**src/rtl/siso_ctrl_pkg.sv**
```systemverilog
// Shared definitions for the SISO shift controller.
// Holds the FSM state encoding and the default word/chain dimensions.
package siso_ctrl_pkg;

  localparam int unsigned DefaultWidth = 8;
  localparam int unsigned DefaultDepth = 4;

  typedef enum logic [1:0] {
    StIdle  = 2'd0,
    StShift = 2'd1,
    StDone  = 2'd2
  } state_e;

endpackage

```
**src/rtl/shift_chain.sv**
```systemverilog
// Serial chain of DEPTH D flip-flops, shifting on every rising clock edge.
// Ports:
//   clk - clock
//   rst - asynchronous active-low reset, clears every stage
//   D   - serial input into stage 1
//   Q   - output of stage DEPTH
module shift_chain #(
  parameter int unsigned DEPTH = 4
) (
  input  logic clk,
  input  logic rst,
  input  logic D,
  output logic Q
);

  logic [DEPTH-1:0] stages_q, stages_d;

  always_comb begin
    stages_d    = stages_q;
    stages_d[0] = D;
    for (int unsigned i = 1; i < DEPTH; i++) begin
      stages_d[i] = stages_q[i-1];
    end
  end

  always_ff @(posedge clk or negedge rst) begin
    if (!rst) begin
      stages_q <= '0;
    end else begin
      stages_q <= stages_d;
    end
  end

  assign Q = stages_q[DEPTH-1];

endmodule

```
**src/rtl/siso_shift_controller.sv**
```systemverilog
// Serializes a parallel word LSB first through a DEPTH-stage flip-flop chain and
// reassembles it from the chain output, presenting it with a valid/ready handshake.
// Ports:
//   clk, rst             - clock, asynchronous active-low reset
//   in_valid/in_ready    - parallel word handshake, in_data is the word to send
//   out_valid/out_ready  - recovered word handshake, out_data is the recovered word
//   busy                 - transfer in progress (SHIFT or DONE)
//   ser_d                - bit currently driven into chain stage 1
module siso_shift_controller
  import siso_ctrl_pkg::*;
#(
  parameter int unsigned WIDTH = DefaultWidth,
  parameter int unsigned DEPTH = DefaultDepth
) (
  input  logic             clk,
  input  logic             rst,
  input  logic             in_valid,
  input  logic [WIDTH-1:0] in_data,
  output logic             in_ready,
  output logic             out_valid,
  output logic [WIDTH-1:0] out_data,
  input  logic             out_ready,
  output logic             busy,
  output logic             ser_d
);

  localparam int unsigned Total = WIDTH + DEPTH;
  localparam int unsigned CntW  = $clog2(Total);
  localparam logic [CntW-1:0] LastCnt  = CntW'(Total - 1);
  localparam logic [CntW-1:0] WidthCnt = CntW'(WIDTH);

  state_e           state_q, state_d;
  logic [CntW-1:0]  cnt_q, cnt_d;
  logic [WIDTH-1:0] tx_q, tx_d;
  logic [WIDTH-1:0] rx_q, rx_d;
  logic [WIDTH-1:0] tx_shift;
  logic             chain_q;

  shift_chain #(
    .DEPTH(DEPTH)
  ) u_chain (
    .clk(clk),
    .rst(rst),
    .D  (ser_d),
    .Q  (chain_q)
  );

  // Once cnt passes WIDTH the chain is fed zeros, flushing it by the time DONE is reached.
  assign tx_shift = tx_q >> cnt_q;
  assign ser_d    = (state_q == StShift) && (cnt_q < WidthCnt) ? tx_shift[0] : 1'b0;

  always_comb begin
    state_d = state_q;
    cnt_d   = cnt_q;
    tx_d    = tx_q;
    rx_d    = rx_q;
    unique case (state_q)
      StIdle: begin
        if (in_valid) begin
          tx_d    = in_data;
          cnt_d   = '0;
          state_d = StShift;
        end
      end
      StShift: begin
        // Bit fed at cycle c reaches the chain output at cycle c + DEPTH.
        for (int unsigned i = 0; i < WIDTH; i++) begin
          if (cnt_q == CntW'(i + DEPTH)) begin
            rx_d[i] = chain_q;
          end
        end
        // Hold at the last count rather than increment, so cnt never wraps.
        if (cnt_q == LastCnt) begin
          state_d = StDone;
        end else begin
          cnt_d = cnt_q + 1'b1;
        end
      end
      StDone: begin
        if (out_ready) begin
          state_d = StIdle;
        end
      end
      default: state_d = StIdle;
    endcase
  end

  always_ff @(posedge clk or negedge rst) begin
    if (!rst) begin
      state_q <= StIdle;
      cnt_q   <= '0;
      tx_q    <= '0;
      rx_q    <= '0;
    end else begin
      state_q <= state_d;
      cnt_q   <= cnt_d;
      tx_q    <= tx_d;
      rx_q    <= rx_d;
    end
  end

  assign in_ready  = (state_q == StIdle);
  assign out_valid = (state_q == StDone);
  assign busy      = (state_q != StIdle);
  assign out_data  = rx_q;

endmodule

```
**config.mk**
```make
export PLATFORM = sky130hd
export DESIGN_NAME = siso_shift_controller
export DESIGN_NICKNAME = d
export VERILOG_FILES = /design/src/rtl/siso_ctrl_pkg.sv /design/src/rtl/shift_chain.sv /design/src/rtl/siso_shift_controller.sv
export SDC_FILE = /design/constraint.sdc
export NUM_CORES = 1
export LEC_CHECK = 0
export CAP_MARGIN = 20
export CORE_ASPECT_RATIO = 0.6
export CORE_MARGIN = 10
export CORE_UTILIZATION = 45
export DETAILED_ROUTE_END_ITERATION = 10
export PLACE_DENSITY = 0.69
export SLEW_MARGIN = 10
export SYNTH_ARGS = -nofsm -noshare
export SYNTH_HDL_FRONTEND = slang
export SYNTH_HIERARCHICAL = 1
export SYNTH_SLANG_ARGS = --single-unit
export TNS_END_PERCENT = 50
```
**constraint.sdc**
```tcl
create_clock -name clk -period 1.91 [get_ports clk]
set_input_delay 0.382 -clock clk [delete_from_list [all_inputs] [get_ports clk]]
set_output_delay 0.382 -clock clk [all_outputs]
set_load 0.005 [all_outputs]
```
==> summary.md <==
| Metric | Value |
|---|---|
| Leading register cell type out of synthesis | `dfrtp_1` |
| Min Tclk post-route | `1.94 ns` |
| Vias in the first global route | `843` |
| Antenna viol nets, final | `0` |
| GR peak layer | `met2` |
| Leak pwr | `0.746 nW` |
| WP data required | `1.53 ns` |
| Deepest clock path buffer count | `2` |
| Initial Util | `0.487` |
| DP Area | `1530 um^2` |
| Port bufs | `23` |
| Clock latency on the worst-skew pair | `0.27 ns` |
| Synth Instances | `95` |
| Hold crit path type | `reg -> reg` |
| Hold Violations, Final | `0` |
| Cell area after synthesis | `1250 um^2` |
| Setup violations, final | `1` |
| Initial DRC count | `53` |
| Pwr Total | `2.40 mW` |
| CTS sink cnt | `26` |
| Met3 Use GR | `0.0521` |
| Average cell area after synthesis | `13.2 um^2` |
| Rel. slew slack | `0.712` |
| DRC Markers | `0` |
| Rows | `14` |
| Post-synth ARST share | `1.00` |
| RSZ-0062 raised after global routing | `true` |
| Register area | `652 um^2` |
| Register bit total from synthesis | `26` |
| Final Slew Violations | `0` |
| Final instance area | `1580 um^2` |
| Post-layout nets | `142` |
| Gate power share | `0.478` |
| CTS Buf Count | `3` |
| Met2 usage | `0.146` |
| Most frequent cells in the layout | `25 x dfrtp_1, 20 x clkdlybuf4s50_1, 13 x nand2_1` |
| Root Buffer | `clkbuf_8` |
| Pwr dens | `1520 nW/um^2` |
| Final GP Congestion | `0.858` |
| F_max | `516 MHz` |
| Post-Synth XOR/XNOR Area | `0` |
| DR vias | `795` |
| Cts hold-fix bufs | `0` |
| R2r startpoint | `cnt_q[0]$_DFFE_PN0P_` |
| EDFF count, synth | `0` |
| Worst flop-to-flop path endpoint | `cnt_q[0]$_DFFE_PN0P_` |
| Hold worst-path end | `u_chain/stages_q[1]$_DFF_PN0_` |
| Critical path peak fanout | `3` |
| Gr usage total | `0.101` |
| Met1 Use GR | `0.133` |
| Max-Cap Viols | `0` |
| # diodes | `0` |
| Net Sw Frac | `0.321` |
| Post-synthesis mux area share | `0.220` |
| Post-DP HPWL | `1900 um` |
| Yosys cell types | `28` |
| Final worst-path setup slack | `-0.0297 ns` |
| Multi-input logic area | `536 um^2` |
| Initial antenna violation count | `0` |
| Part of the power in registers | `0.398` |
| Synth Area in Compound Gates | `0.0449` |
| Drt first pass iters | `5` |
| Die X | `88.1 um` |
| Post-synthesis sequential area ratio | `0.519` |
| First-pass GRT wire length | `4150 um` |
| Switching Power | `0.772 mW` |
| WL final | `2510 um` |
| Crit path DAT | `1.56 ns` |
| Final worst-path cycle share | `1.02` |
| Main area contributors after synthesis | `dfrtp_1 52%, mux2_4 9.6%, mux2_2 7.2%` |
| Startpoint type of the worst setup path | `register` |
| Clk slew on worst S/H paths | `0.08 ns` |
| Share of cells above drive strength 1 | `0.323` |
| Post-synth top area share | `0.519` |
| Htree depth | `1` |
| Clock skew | `0.00219 ns` |
| Largest net degree at the start of global routing | `27` |
| Worst setup EP type | `output port` |
| Synth Area in Adders | `0.0399` |
| Largest family of logic cells by synthesized area | `multiplexers` |
| Final cell count without fillers | `156` |
| Pre-CTS setup slack | `-0.103 ns` |
| Status | `finished with violations` |
| IO Pins | `24` |
| Die Ht | `60.9 um` |
| Postcts setup bufs | `0` |
| Commonest non-fill, non-tap cell in the layout | `dfrtp_1` |
| R2r setup slk | `0.17 ns` |
| Failing checks | `negative setup slack` |
| CTS tree | `yes` |
| Simple-Gate Fraction of Synth Area | `0.118` |
| Yosys warns | `6` |
| Hold path cells | `0` |
| Cell-internal power | `1.63 mW` |
| Actual slew at the worst max-slew pin | `0.430 ns` |
| Post-synth top area cell | `dfrtp_1` |
| WL/cell | `16.1 um` |
| Area grow syn2layout | `25.8%` |
| Reg2Reg Depth | `5` |
| Syn_nets | `111` |
| Worst Path Class, Setup | `reg -> out` |
| Cell Count Post-Placement | `153` |
| GRT overflow | `0` |
| Vias per inst | `5.10` |
| Maximum vdd drop | `0.664 mV` |
| # fillers | `200` |
| Final Core Density | `0.613` |
| Hold path start | `u_chain/stages_q[0]$_DFF_PN0_` |
| Clock network power share | `0.124` |
| Core area | `2570 um^2` |
| Die area | `5370 um^2` |
==> repair_timing <==
action                     4_1_cts  5_1_grt
setup endpoints to repair        3        2
hold endpoints to repair         0        0
gates resized for setup          7        2
pin swaps                        1        1
gates cloned                     0        0
==> registers in the layout, indices dropped and copies added, names as in the netlist <==
register	cells
tx_q	8
u_chain/stages_q	4
cnt_q	4
state_q	2
out_data	8
==> worst max-delay path by stage <==
stage / startpoint / depth (start not counted) / endpoint / slack [ns]
2_1_floorplan: cnt_q[0]$_DFFE_PN0P_ / 4 / ser_d / 0.30
3_3_place_gp: cnt_q[0]$_DFFE_PN0P_ / 4 / ser_d / -0.10
3_5_place_dp: cnt_q[0]$_DFFE_PN0P_ / 4 / ser_d / -0.10
4_1_cts: cnt_q[0]$_DFFE_PN0P_ / 4 / ser_d / -0.05
5_1_grt: cnt_q[0]$_DFFE_PN0P_ / 4 / ser_d / -0.12
6_report: cnt_q[0]$_DFFE_PN0P_ / 4 / ser_d / -0.03
==> power groups by stage <==
stage | Sequential, mW | Combinational (mW) | Clock, mW
global placement | 0.955 | 1.13 | 0
finish | 0.956 | 1.15 | 0.298
global route | 0.989 | 1.25 | 0.324
floorplan | 0.922 | 0.752 | 0
CTS | 0.955 | 1.15 | 0.308
detailed placement | 0.957 | 1.17 | 0
==> worst max-delay path, cell delays in order, from the launching register on <==
cell     delay [ns]
dfrtp_1        0.41
mux4_2         0.52
mux2i_1        0.18
nor4_2         0.06
buf_2          0.13
==> through the flow <==
stage	setup TNS [ns]	hold WS (ns)
5_1_grt	-0.121	0.373
3_3_place_gp	-0.104	0.342
4_1_cts	-0.0519	0.365
6_report	-0.0297	0.361
2_1_floorplan	0	0.0864
3_5_place_dp	-0.103	0.336
==> Yosys cell counts, drive strengths merged, types with 2 or more instances <==
library cell / count
dfrtp: 26
mux2: 16
nand2: 13
inv: 6
buf: 5
ha: 4
nand3: 3
o21ai: 3
a21oi: 2
and4bb: 2
mux2i: 2
mux4: 2
or2: 2
==> logic make-up (layout without fill, tap and decap cells) <==
logic type      Yosys count  in the layout
flops                    26             26
simple gates             26             26
mux                      20             20
buf+inv                  11             40
compound gates            8              8
fa+ha+maj                 4              4
==> routing by layer <==
| metal | vias up | part of all wire |
|---|---|---|
| li1 | 387 | - |
| met1 | 387 | 0.50 |
| met2 | 19 | 0.42 |
| met3 | 2 | 0.078 |
| met4 | 0 | 0.0036 |
| met5 | - | 0 |
==> layout make-up <==
cell class,count,share of cell area
Multi-Input combinational cell,58,0.339
Tap cell,32,0.0254
Timing Repair Buffer,31,0.182
Sequential cell,26,0.413
Inverter,6,0.0143
Clock buffer,3,0.0262
No activity file was read; power rests on OpenSTA's default activity.
